**src/rtl/pc_fetch_ctrl.sv**
```systemverilog
// ============================================================================
// pc_fetch_ctrl : PC register + req/ack fetch sequencer (ISSUE->REQ->HOLD);
//                 optional misaligned-PC trap via `PC_ALIGN_CHECK_EN.  Rev 1.0
// ============================================================================
`default_nettype none

module pc_fetch_ctrl #(
    parameter int ADDR_WIDTH  = 64,
    parameter int INSTR_WIDTH = 32,
    parameter logic [ADDR_WIDTH-1:0] RESET_PC = '0
) (
    input  logic                   clk,
    input  logic                   rst_n,
`ifdef PC_ALIGN_CHECK_EN
    output logic                   misalign_err,
`endif
    input  logic [ADDR_WIDTH-1:0]  next_pc,
    input  logic                   branch_taken,
    input  logic                   stall,
    output logic                   imem_req,
    output logic [ADDR_WIDTH-1:0]  imem_addr,
    input  logic                   imem_ack,
    input  logic [INSTR_WIDTH-1:0] imem_rdata,
    output logic [ADDR_WIDTH-1:0]  pc,
    output logic [INSTR_WIDTH-1:0] instr,
    output logic                   instr_valid,
    input  logic                   instr_ready
);

    localparam logic [1:0] S_ISSUE = 2'd0;
    localparam logic [1:0] S_REQ   = 2'd1;
    localparam logic [1:0] S_HOLD  = 2'd2;
`ifdef PC_ALIGN_CHECK_EN
    localparam logic [1:0] S_ERR   = 2'd3;
`endif

    logic [1:0]             state_q, state_d;
    logic [ADDR_WIDTH-1:0]  pc_q, pc_d;
    logic [ADDR_WIDTH-1:0]  imem_addr_q, imem_addr_d;
    logic [INSTR_WIDTH-1:0] instr_q, instr_d;
    logic                   instr_valid_q, instr_valid_d;
    logic                   kill_q, kill_d;
    logic [ADDR_WIDTH-1:0]  kill_pc_q, kill_pc_d;
    logic                   w_pc_from_next;
`ifdef PC_ALIGN_CHECK_EN
    logic                   misalign_err_q, misalign_err_d;
`endif

    always_comb begin
        state_d        = state_q;
        pc_d           = pc_q;
        imem_addr_d    = imem_addr_q;
        instr_d        = instr_q;
        instr_valid_d  = instr_valid_q;
        kill_d         = kill_q;
        kill_pc_d      = kill_pc_q;
        w_pc_from_next = 1'b0;
        case (state_q)
            S_ISSUE: begin
                if (branch_taken) begin
                    pc_d           = next_pc;
                    w_pc_from_next = 1'b1;
                end else begin
                    state_d     = S_REQ;
                    imem_addr_d = pc_q;
                end
            end
            S_REQ: begin
                if (imem_ack) begin
                    if (kill_q || branch_taken) begin
                        // Redirected fetch: drop the returned word, refetch at the target.
                        pc_d           = branch_taken ? next_pc : kill_pc_q;
                        w_pc_from_next = branch_taken;
                        kill_d         = 1'b0;
                        state_d        = S_ISSUE;
                    end else begin
                        instr_d       = imem_rdata;
                        instr_valid_d = 1'b1;
                        state_d       = S_HOLD;
                    end
                end else if (branch_taken) begin
                    kill_d    = 1'b1;
                    kill_pc_d = next_pc;
                end
            end
            S_HOLD: begin
                if (branch_taken || (instr_ready && !stall)) begin
                    instr_valid_d  = 1'b0;
                    pc_d           = next_pc;
                    w_pc_from_next = 1'b1;
                    state_d        = S_ISSUE;
                end
            end
`ifdef PC_ALIGN_CHECK_EN
            S_ERR: begin
            end
`endif
            default: state_d = S_ISSUE;
        endcase
`ifdef PC_ALIGN_CHECK_EN
        misalign_err_d = misalign_err_q;
        if (w_pc_from_next && (next_pc[1:0] != 2'b00)) begin
            state_d        = S_ERR;
            instr_valid_d  = 1'b0;
            misalign_err_d = 1'b1;
        end
`endif
    end

    always_ff @(posedge clk or negedge rst_n) begin
        if (!rst_n) begin
            state_q       <= S_ISSUE;
            pc_q          <= RESET_PC;
            imem_addr_q   <= RESET_PC;
            instr_q       <= '0;
            instr_valid_q <= 1'b0;
            kill_q        <= 1'b0;
            kill_pc_q     <= '0;
        end else begin
            state_q       <= state_d;
            pc_q          <= pc_d;
            imem_addr_q   <= imem_addr_d;
            instr_q       <= instr_d;
            instr_valid_q <= instr_valid_d;
            kill_q        <= kill_d;
            kill_pc_q     <= kill_pc_d;
        end
    end

`ifdef PC_ALIGN_CHECK_EN
    always_ff @(posedge clk or negedge rst_n) begin
        if (!rst_n) misalign_err_q <= 1'b0;
        else        misalign_err_q <= misalign_err_d;
    end
    assign misalign_err = misalign_err_q;
`endif

    assign imem_req    = (state_q == S_REQ);
    assign imem_addr   = imem_addr_q;
    assign pc          = pc_q;
    assign instr       = instr_q;
    assign instr_valid = instr_valid_q;

endmodule

`default_nettype wire
```
**config.mk**
```make
export PLATFORM = sky130hd
export DESIGN_NAME = pc_fetch_ctrl
export DESIGN_NICKNAME = d
export VERILOG_FILES = /design/src/rtl/pc_fetch_ctrl.sv
export SDC_FILE = /design/constraint.sdc
export NUM_CORES = 1
export LEC_CHECK = 0
export CAP_MARGIN = 20
export CORE_MARGIN = 2
export CORE_UTILIZATION = 30
export DETAILED_ROUTE_END_ITERATION = 16
export SYNTH_ARGS = -nofsm -noshare
export SYNTH_HDL_FRONTEND = slang
export SYNTH_SLANG_ARGS = --single-unit
```
**constraint.sdc**
```tcl
create_clock -name clk -period 2.7 [get_ports clk]
set_clock_uncertainty 0.15 [all_clocks]
set_input_delay 0.405 -clock clk [delete_from_list [all_inputs] [get_ports clk]]
set_output_delay 0.405 -clock clk [all_outputs]
set_load 0.02 [all_outputs]
```
==> impl_metrics.py, run 1 <==
metrics = {
    "outcome": {
        "status": "completed",
    },
    "pwr": {
        "sw_frac_of_total_pct": 32.96,
        "power.share.clock_pct": 19.9,
        "p_int_mw": 11.47,
        "vdd.ir_drop.worst_mv": 0.6682,
        "p_per_area_nw_per_um2": 1281,
        "p_comb_share_pct": 43.8,
        "power_switching_mw": 5.641,
        "leakagePower_nw": 5.434,
        "power_mw": 17.11,
        "pwr-share-seq_pct": 36.2,
    },
    "cells_and_area": {
        "num-nets-final": 946,
        "fin_util_pct": 43.69,
        "areaGrowthSynthToFinish_pct": 43.29,
        "final_cells": 1259,
        "diodes": 0,
        "stdcell_area_um2": 13360,
        "drive_above_1_share_pct": 38.01,
    },
    "clock_network": {
        "cts_hold_buf": 1,
        "cts_buffers": 27,
        "clock_sinks": 228,
        "cts-resized-gates": 0,
        "clkLatencyLatePin_ns": 0.52,
        "cts_root_buf": "clkbuf_16",
        "clock_path_buffers": 3,
        "cts-htree-levels": 1,
        "cts_tree": "done",
        "cts_setup_buffers": 0,
        "clkTransAtPathRegs_ns": 0.06,
    },
    "logic_synthesis": {
        "synth.most_common_cell": "mux2_2",
        "synth.top_cell.area_share_pct": 61.18,
        "post-synth-top-area-cell": "dfrtp_1",
        "synthFlopType": "dfrtp_1",
        "synthTopCellsByCount": "mux2_2, dfrtp_1, buf_2",
        "async_reset_ff_share_pct": 100.0,
        "seq_area_frac_synth_pct": 61.18,
        "synth.avg_cell_area_um2": 16.45,
        "synthesis.nets": 669,
        "ys_top_cells_by_area": "dfrtp_1, mux2_2, mux2_1",
        "synth.distinct_cells": 19,
        "synthCells": 567,
        "netlist_area_um2": 9326,
        "ys_warn_count": 0,
        "ys_ff_latch": 228,
        "synth-edff-count": 0,
    },
    "die": {
        "die_h_um": 180.3,
        "ioPinCount": 264,
        "start_util_pct": 30.49,
        "die_x_um": 180.3,
        "design.die.area_um2": 32520,
        "fp.coreArea_um2": 30590,
        "num_rows": 64,
    },
    "grt": {
        "grt_overflow_total": 0,
        "grt_start_max_net_pins": 101,
        "antenna_found_initial": 0,
        "grt_pass1_vias": 6005,
        "grtUsageTotal_pct": 12.95,
        "grt_pass1_wl_um": 34360,
    },
    "worst_setup_path": {
        "crit_slowest_cell": "clkdlybuf4s50_1",
        "path_delay_family": "buffers and inverters",
        "crit_fanout": 9,
        "start_kind": "register",
        "slowest_delay_ns": 0.65,
        "timing.critical_path.buf_inv": 1,
        "end_kind": "primary output",
        "cp_cell_sequence": "and2b_1 -> clkdlybuf4s50_1",
        "cp.arrival_ns": 2.04,
        "critPathKind": "register to primary output",
        "worstPathRequired_ns": 2.14,
    },
    "timing": {
        "period_share_pct": 96.04,
        "holdWs_ns": 0.1119,
        "hold_viol_final": 0,
        "rsz0062_at_grt": "no",
        "max_freq_ghz": 0.3856,
        "worst_slack_ns": 0.1069,
        "slew_viol_final": 0,
        "max_slew_margin_pct": 61.40,
        "setup_violations": 0,
        "tns_ns": 0,
        "period_needed_ns": 2.593,
        "worst_pin_slew_ns": 0.5790,
    },
    "drt": {
        "drt_iter0_markers": 216,
        "dr.pass1.iters": 4,
        "route.vias.total": 5705,
        "wl_um": 21180,
        "via_per_inst": 4.531,
        "post-route-drc-count": 0,
        "ant_nets": 0,
        "avgRoutedWirePerCell_um": 16.82,
    },
    "placement": {
        "place_congestion": 0.6905,
        "place_inst": 1210,
        "portBuffers": 263,
        "dp_slack_ns": 0.1428,
        "postPlaceCellArea_um2": 12530,
        "hpwl_um": 14250,
    },
    "min_path": {
        "hold_class": "input pin to asynchronous set/reset pin",
    },
    "flow_run": {
        "cap_violations": 0,
    },
}
[registers in the layout, indices dropped and copies added (netlist names)]
register     flops
pc              64
kill_q           1
instr           32
kill_pc_q       64
state_q          2
imem_addr       64
instr_valid      1
[path summary, 6_finish.rpt]
path                                start        end  slack (ns)  cells after the start
setup / recovery               state_q[0]   imem_req        0.11                      2
hold / removal                      rst_n  instr[17]        0.11                      2
setup reg to reg               state_q[0]     pc[35]        0.45                      5
hold reg to reg                 instr[25]  instr[25]        0.33                      1
max in group asynchronous           rst_n     pc[40]        1.53                      3
min in group clk           imem_rdata[29]  instr[29]        0.33                      2
[logic make-up after synthesis]
group	after synthesis	share of synthesized area, %
muxes	288	34.77
DFF	228	61.18
and+or+nand+nor	13	1.221
buffers and inverters	32	2.187
AOI/OAI and AO/OA	6	0.6441
[power groups by stage]
stage | Sequential, mW | Combinational, mW | Clock [mW]
floorplan | 7.56 | 2.78 | 0
global placement | 6.21 | 7.54 | 0
detailed placement | 6.28 | 7.62 | 0
CTS | 6.24 | 7.65 | 3.53
global route | 6.49 | 7.95 | 3.68
finish | 6.20 | 7.50 | 3.41
[cell type report]
class / instances / area [µm²]
Multi-Input combinational cell: 307 / 3432
Sequential cell: 228 / 5705
Clock buffer: 43 / 775.7
Fill cell: 2781 / 17230
Clock inverter: 5 / 50.05
Tap cell: 396 / 495.5
Timing Repair Buffer: 280 / 2905
[per-layer routing]
| metal | wire length, µm | up-vias | global-route usage, % |
|---|---|---|---|
| met1 | 9098 | 2922 | 16.63 |
| met4 | 333 | 0 | 3.065 |
| li1 | - | 2599 | - |
| met5 | 0 | - | 0 |
| met2 | 10260 | 158 | 21.45 |
| met3 | 1491 | 26 | 3.941 |
[layout by cell type (no fill, tap or decap), types with 2 or more instances in the layout]
| master | n |
|---|---|
| a21oi_1 | 2 |
| clkdlybuf4s50_1 | 262 |
| nand2_1 | 2 |
| mux2_1 | 19 |
| dfrtp_1 | 228 |
| clkinv_2 | 4 |
| mux2_2 | 269 |
| clkbuf_16 | 27 |
| buf_12 | 11 |
| nand2b_1 | 2 |
| clkbuf_1 | 12 |
| clkbuf_8 | 4 |
| nor2b_1 | 2 |
| buf_4 | 5 |
(Power assumes the default switching activity.)
==> inputs of run 2 (changes only) <==
CORE_MARGIN = not set   (was 2)
==> impl_metrics.py, run 2 (synthesis results as in run 1) <==
metrics = {
    "timing": {
        "rsz0062_at_grt": "no",
        "tns_ns": 0,
        "setup_violations": 0,
        "max_slew_margin_pct": 59.79,
        "slew_viol_final": 0,
        "worst_slack_ns": 0.1338,
        "period_share_pct": 95.04,
        "worst_pin_slew_ns": 0.6032,
        "max_freq_ghz": 0.3897,
        "period_needed_ns": 2.566,
        "hold_viol_final": 0,
    },
    "placement": {
        "hpwl_um": 13980,
        "place_congestion": 0.6934,
        "portBuffers": 263,
        "dp_slack_ns": 0.1223,
    },
    "pwr": {
        "p_int_mw": 11.63,
        "power.share.clock_pct": 20.7,
        "leakagePower_nw": 5.487,
        "p_comb_share_pct": 43.2,
        "vdd.ir_drop.worst_mv": 0.7130,
        "pwr-share-seq_pct": 36.0,
        "p_per_area_nw_per_um2": 1283,
        "power_switching_mw": 5.632,
        "sw_frac_of_total_pct": 32.63,
    },
    "worst_setup_path": {
        "end_kind": "primary output",
        "cp.arrival_ns": 2.01,
        "crit_fanout": 9,
        "worstPathRequired_ns": 2.14,
        "critPathKind": "register to primary output",
        "start_kind": "register",
    },
    "die": {
        "num_rows": 64,
        "die_h_um": 178.3,
        "design.die.area_um2": 31800,
        "start_util_pct": 30.49,
        "fp.coreArea_um2": 30590,
        "ioPinCount": 264,
        "die_x_um": 178.3,
    },
    "cells_and_area": {
        "diodes": 0,
        "num-nets-final": 947,
        "drive_above_1_share_pct": 39.17,
        "mostFrequentLayoutCell": "mux2_2",
        "fin_util_pct": 43.99,
        "fillerInstances": 2752,
        "final_cell_mix": "mux2_2, clkdlybuf4s50_1, dfrtp_1",
        "areaGrowthSynthToFinish_pct": 44.27,
    },
    "grt": {
        "grt_pass1_vias": 6002,
        "antenna_found_initial": 0,
        "grtUsageTotal_pct": 13.21,
        "grt_overflow_total": 0,
        "grt_start_max_net_pins": 74,
        "grt_pass1_wl_um": 33210,
    },
    "clock_network": {
        "cts_buffers": 27,
        "cts_root_buf": "clkbuf_16",
        "cts-resized-gates": 0,
        "cts_tree": "done",
        "clock_sinks": 228,
        "clkTransAtPathRegs_ns": 0.06,
        "cts-htree-levels": 1,
        "clkLatencyLatePin_ns": 0.52,
        "clock_path_buffers": 3,
    },
    "drt": {
        "avgRoutedWirePerCell_um": 16.69,
        "post-route-drc-count": 0,
        "drt_iter0_markers": 157,
        "ant_nets": 0,
        "via_per_inst": 4.502,
        "wl_um": 21020,
        "dr.pass1.iters": 4,
        "route.vias.total": 5668,
    },
    "flow_run": {
        "cap_violations": 0,
    },
    "min_path": {
        "hold_class": "input pin to asynchronous set/reset pin",
    },
    "outcome": {
        "status": "completed",
    },
}
## run 2: final cells by class
type	count	area (µm²)	area share, %
Clock buffer	40	834.6	6.202
Sequential cell	228	5705	42.40
Clock inverter	7	62.56	0.4649
Timing Repair Buffer	281	2925	21.74
Multi-Input combinational cell	307	3432	25.51
Tap cell	396	495.5	3.682
## run 2: final timing paths
path / slack, ns / end / cells after the start / start
max: 0.13 / imem_req / 2 / state_q[0]
min: 0.31 / imem_addr[3] / 2 / rst_n
max reg2reg: 0.49 / pc[25] / 4 / state_q[0]
min reg2reg: 0.34 / instr[29] / 1 / instr[29]
max in group asynchronous: 1.39 / instr_valid / 3 / rst_n
min in group clk: 0.33 / instr[25] / 2 / imem_rdata[25]
## run 2: critical path, stage by stage (launching register included)
cell	delay (ns)
dfrtp_1	0.60
and2b_1	0.25
clkdlybuf4s50_1	0.65
## run 2: through the flow
stage          instance area, µm²  total power [mW]  instances  hold WS (ns)
6_report                    13460             17.26       1259        0.3116
5_1_grt                     13460             18.30       1259        0.3150
4_1_cts                     13460             17.58       1259        0.3056
3_5_place_dp                12550             13.85       1211        0.2904
3_3_place_gp                12550             13.70       1211        0.2954
2_1_floorplan                9326             10.34        567      -0.04059
## run 2: layer usage
| layer | track usage [%] | part of all wire [%] | up-vias | wire, µm |
|---|---|---|---|---|
| li1 | - | - | 2610 | - |
| met4 | 3.355 | 1.9 | 0 | 405 |
| met5 | 0 | 0 | - | 0 |
| met3 | 3.666 | 7.2 | 35 | 1517 |
| met2 | 21.48 | 48 | 156 | 9993 |
| met1 | 17.28 | 43 | 2867 | 9099 |
## run 2: power groups by stage
stage	Clock (mW)	Sequential [mW]	Combinational, mW
2_1_floorplan	0	7.56	2.78
3_3_place_gp	0	6.23	7.47
3_5_place_dp	0	6.29	7.56
4_1_cts	3.73	6.26	7.59
5_1_grt	3.85	6.50	7.95
6_report	3.58	6.22	7.46
## run 2: timing repair
action | 4_1_cts | 5_1_grt
hold buffers | 1 | 0
hold endpoints to repair | 68 | 0
setup buffers | 0 | 0
==> inputs of run 3 (changes only) <==
CORE_UTILIZATION = 48   (was 30)
PLACE_DENSITY = 0.8   (was not set)
==> impl_metrics.py, run 3 (synthesis results as in run 1) <==
metrics = {
    "grt": {
        "grtUsageTotal_pct": 20.60,
        "grt_pass1_wl_um": 32790,
        "grt_start_max_net_pins": 69,
        "grt_overflow_total": 0,
        "grt_pass1_vias": 6201,
        "antenna_found_initial": 0,
    },
    "die": {
        "num_rows": 50,
        "ioPinCount": 264,
        "start_util_pct": 49.36,
        "die_x_um": 141.4,
        "fp.coreArea_um2": 18890,
        "design.die.area_um2": 19990,
        "die_h_um": 141.4,
    },
    "clock_network": {
        "clkTransAtPathRegs_ns": 0.06,
        "cts-resized-gates": 0,
        "clkLatencyLatePin_ns": 0.50,
        "cts-htree-levels": 1,
        "clock_path_buffers": 3,
        "clock_sinks": 228,
        "cts_tree": "done",
        "cts_buffers": 24,
        "cts_root_buf": "clkbuf_16",
    },
    "worst_setup_path": {
        "crit_fanout": 9,
        "worst-r2r-cell-count": 4,
        "start_kind": "register",
        "critPathKind": "register to primary output",
        "cp.arrival_ns": 2.00,
        "reg2reg_to": "pc[23]",
        "crit_slowest_cell": "clkdlybuf4s50_1",
        "r2r_setup_slack_ns": 0.42,
        "reg2reg_from": "state_q[0]",
        "slowest_delay_ns": 0.65,
        "cp_cell_sequence": "and2b_1 -> clkdlybuf4s50_1",
        "worstPathRequired_ns": 2.14,
        "end_kind": "primary output",
    },
    "timing": {
        "tns_ns": 0,
        "hold_viol_final": 0,
        "setup_violations": 0,
        "rsz0062_at_grt": "no",
        "worst_slack_ns": 0.1456,
        "period_needed_ns": 2.554,
        "worst_pin_slew_ns": 0.5465,
        "period_share_pct": 94.61,
        "slew_viol_final": 0,
        "max_slew_margin_pct": 63.57,
        "max_freq_ghz": 0.3915,
    },
    "drt": {
        "wl_um": 20180,
        "post-route-drc-count": 0,
        "drt_iter0_markers": 161,
        "avgRoutedWirePerCell_um": 18.08,
        "route.vias.total": 5682,
        "ant_nets": 0,
        "dr.pass1.iters": 4,
        "via_per_inst": 5.091,
    },
    "min_path": {
        "hold_class": "input pin to asynchronous set/reset pin",
    },
    "cells_and_area": {
        "num-nets-final": 941,
        "mostFrequentLayoutCell": "mux2_2",
        "areaGrowthSynthToFinish_pct": 40.45,
        "drive_above_1_share_pct": 37.97,
        "fin_util_pct": 69.33,
        "diodes": 0,
        "final_cell_mix": "mux2_2, clkdlybuf4s50_1, dfrtp_1",
    },
    "outcome": {
        "status": "completed",
    },
    "pwr": {
        "vdd.ir_drop.worst_mv": 0.6998,
        "p_per_area_nw_per_um2": 1290,
        "leakagePower_nw": 5.391,
        "power_mw": 16.90,
    },
    "placement": {
        "portBuffers": 263,
        "dp_slack_ns": 0.1543,
        "hpwl_um": 14270,
        "place_congestion": 0.7276,
    },
    "flow_run": {
        "cap_violations": 0,
    },
}
## run 3: cell types whose count changed in the layout (fill, tap and decap cells not counted)
| cell | delta |
|---|---|
| clkbuf_1 | +6 |
| clkbuf_8 | -5 |
| buf_12 | -2 |
| clkbuf_16 | -2 |
| clkinv_2 | -2 |
| and3b_2 | +1 |
| and3b_4 | -1 |
| buf_4 | -1 |
| bufinv_16 | -1 |
## run 3: critical path, delay by kind of cell, from the launching register on
kind,cells,cell delay [ns]
buf+inv,1,0.65
flops,1,0.60
simple gates,1,0.25
## run 3: per-stage QoR
stage	std cells	hold WS [ns]	cell area, µm²
floorplan	567	-0.04059	9326
global placement	1072	0.2331	12330
detailed placement	1072	0.2418	12330
CTS	1116	0.3096	13100
global route	1116	0.3270	13100
finish	1116	0.2940	13100
## run 3: layout make-up
cell class | instances | area (µm²)
multi-input cells | 307 | 3430
well taps | 260 | 325.3
repair buffers | 278 | 2878
clock inverters | 4 | 22.52
clock buffers | 39 | 738.2
flip-flops and latches | 228 | 5705
fillers | 1302 | 5794
## run 3: repair_timing
action | in CTS | in global routing
hold buffers | 1 | 0
buffers inserted | 0 | 0
endpoints found under the hold margin | 65 | 0
## run 3: power by group
group	switching, mW	total (mW)	internal, mW
clock	1.26	3.12	1.86
sequential	1.10	6.28	5.18
combinational	3.26	7.49	4.24
## run 3: routing by layer
| metal | share of wire (%) | track usage, % | vias up |
|---|---|---|---|
| met5 | 0 | 0 | - |
| met4 | 3.1 | 6.452 | 0 |
| met3 | 7.5 | 5.062 | 42 |
| met2 | 48 | 34.89 | 209 |
| met1 | 42 | 26.16 | 2843 |
| li1 | - | - | 2588 |
## run 3: worst max-delay path by stage
| stage | from | endpoint | slack, ns | depth (start not counted) |
|---|---|---|---|---|
| 3_3_place_gp | branch_taken | pc[35] | 0.19 | 5 |
| 6_report | state_q[0] | imem_req | 0.15 | 2 |
| 2_1_floorplan | branch_taken | pc[17] | 0.64 | 6 |
| 5_1_grt | state_q[0] | imem_req | 0.04 | 2 |
| 3_5_place_dp | branch_taken | pc[25] | 0.15 | 5 |
| 4_1_cts | state_q[0] | imem_req | 0.11 | 2 |
==> patch: new RTL, flow settings as in run 1 <==
Build with the macro `PC_ALIGN_CHECK_EN` defined.
--- a/src/rtl/pc_fetch_ctrl.sv
+++ b/src/rtl/pc_fetch_ctrl.sv
@@ -5,2 +5,4 @@
 `default_nettype none
+
+`define PC_ALIGN_CHECK_EN
 
Check against the original RTL (old outputs only; new: misalign_err): not equivalent (a bounded check fails within 4 cycles, from zero or initial values and one cycle with rst_n low).
==> patch against run 1 <==
Register-to-register slack worse by 0.07 ns; sequential cell count increased by 1; wire length up 4.4%; highest routed layer unchanged; area after synthesis up 3.8%; setup slack gained 0.071 ns; non-clock buffer count is 2 higher; via count grew 1.4%; final area increased by 3.1%; power increased by 8.6%; critical path depth grew 1.
==> patch: results <==
group,metric,value,unit
synthesis,synth_top_cells_by_count,"dfrtp_1, mux2_2, mux2_4, buf_2, buf_4",
setup_path,cp_max_fo,8,
placement,port_buffers,264,
global_routing,grt_pass1_wl,35140,µm
synthesis,synth.yosys.seq_area_share,0.5917,
pwr,ir_worst_vdd,0.0007851,V
layout,final_nets,968,
synthesis,syn_inst,582,
pwr,leakagePower,5.874,nW
placement,post-place-ws,0.1727,ns
synthesis,syn_nets,688,
detailed_routing,viasPerCell,4.498,
global_routing,grt_usage,0.1298,
run_status,status,"finished clean",
synthesis,yosys-top-cells-area,"dfrtp_1, mux2_2, mux2_4",
setup_path,arrival,1.97,ns
synthesis,yosysUniqueCellTypes,27,
placement,gp_congestion,0.7222,
layout,final_cells,1286,
layout,drive_gt1_frac,0.4032,
detailed_routing,wl_per_cell,17.20,µm
placement,dp_cells,1234,
sta,maxSlewHeadroom,0.4548,
global_routing,antenna_found_initial,1,
global_routing,grt_pass1_vias,6085,
detailed_routing,drtIter0Drc,176,
setup_path,reg2reg_depth,7,
[patch: cell count changes in the layout (fill, tap and decap cells not counted), moves of 4 or more]
cell,before,now
buf_4,5,9
clkbuf_1,12,7
clkbuf_8,4,9
mux2_1,19,0
mux2_2,269,228
mux2_4,0,60
[patch: repair_timing]
item	4_1_cts	5_1_grt
gates resized for setup	0	1
setup endpoints to repair	0	1
hold buffers	1	0
endpoints found under the hold margin	50	0
[patch: cell type report]
cell class                      instances  area (µm²)
Tap cell                              402       503.0
Antenna cell                            1       2.502
Clock inverter                          7       68.82
Timing Repair Buffer                  282        2885
Multi-Input combinational cell        319        3751
Sequential cell                       229        5731
Inverter                                3       11.26
Fill cell                            2858       17860
Clock buffer                           43       825.8
[patch: critical path: stages, from the launching register on]
cell and delay [ns]:
dfrtp_1 0.41, inv_1 0.09, ha_2 0.28, clkdlybuf4s50_1 0.66
[patch: logic make-up after synthesis]
family	share of synthesized area
DFF	0.5917
adders and majority gates	0.005168
AOI/OAI and AO/OA	0.01202
and+or+nand+nor	0.009562
buffers and inverters	0.02339
muxes	0.3581
[patch: routing by layer]
layer	routed length [µm]	vias to the layer above	GRT usage
met5	0	-	0
met4	464	0	0.03264
met3	1329	35	0.03487
met2	10170	156	0.2050
met1	10150	2943	0.1772
li1	-	2650	-
[patch: power by group]
part,internal [mW],total (mW),switching (mW)
registers,5.21,6.26,1.05
logic,5.05,8.74,3.69
clock network,2.18,3.59,1.41
total,12.4,18.6,6.15
[patch: final timing paths]
kind                               from             to  slack (ns)
setup / recovery             state_q[1]       imem_req        0.18
hold / removal                    rst_n  imem_addr[51]        0.25
setup reg to reg             state_q[1]          pc[3]        0.38
hold reg to reg            misalign_err   misalign_err        0.31
max in group asynchronous         rst_n          pc[8]        1.41
min in group clk           misalign_err   misalign_err        0.31
[patch: stage by stage]
step,instance area (µm²),hold slack [ns]
after floorplan,9684,-0.04059
after global routing,13780,0.2626
final,13780,0.2479
after detailed placement,12870,0.2110
after global placement,12870,0.2127
after CTS,13770,0.2383
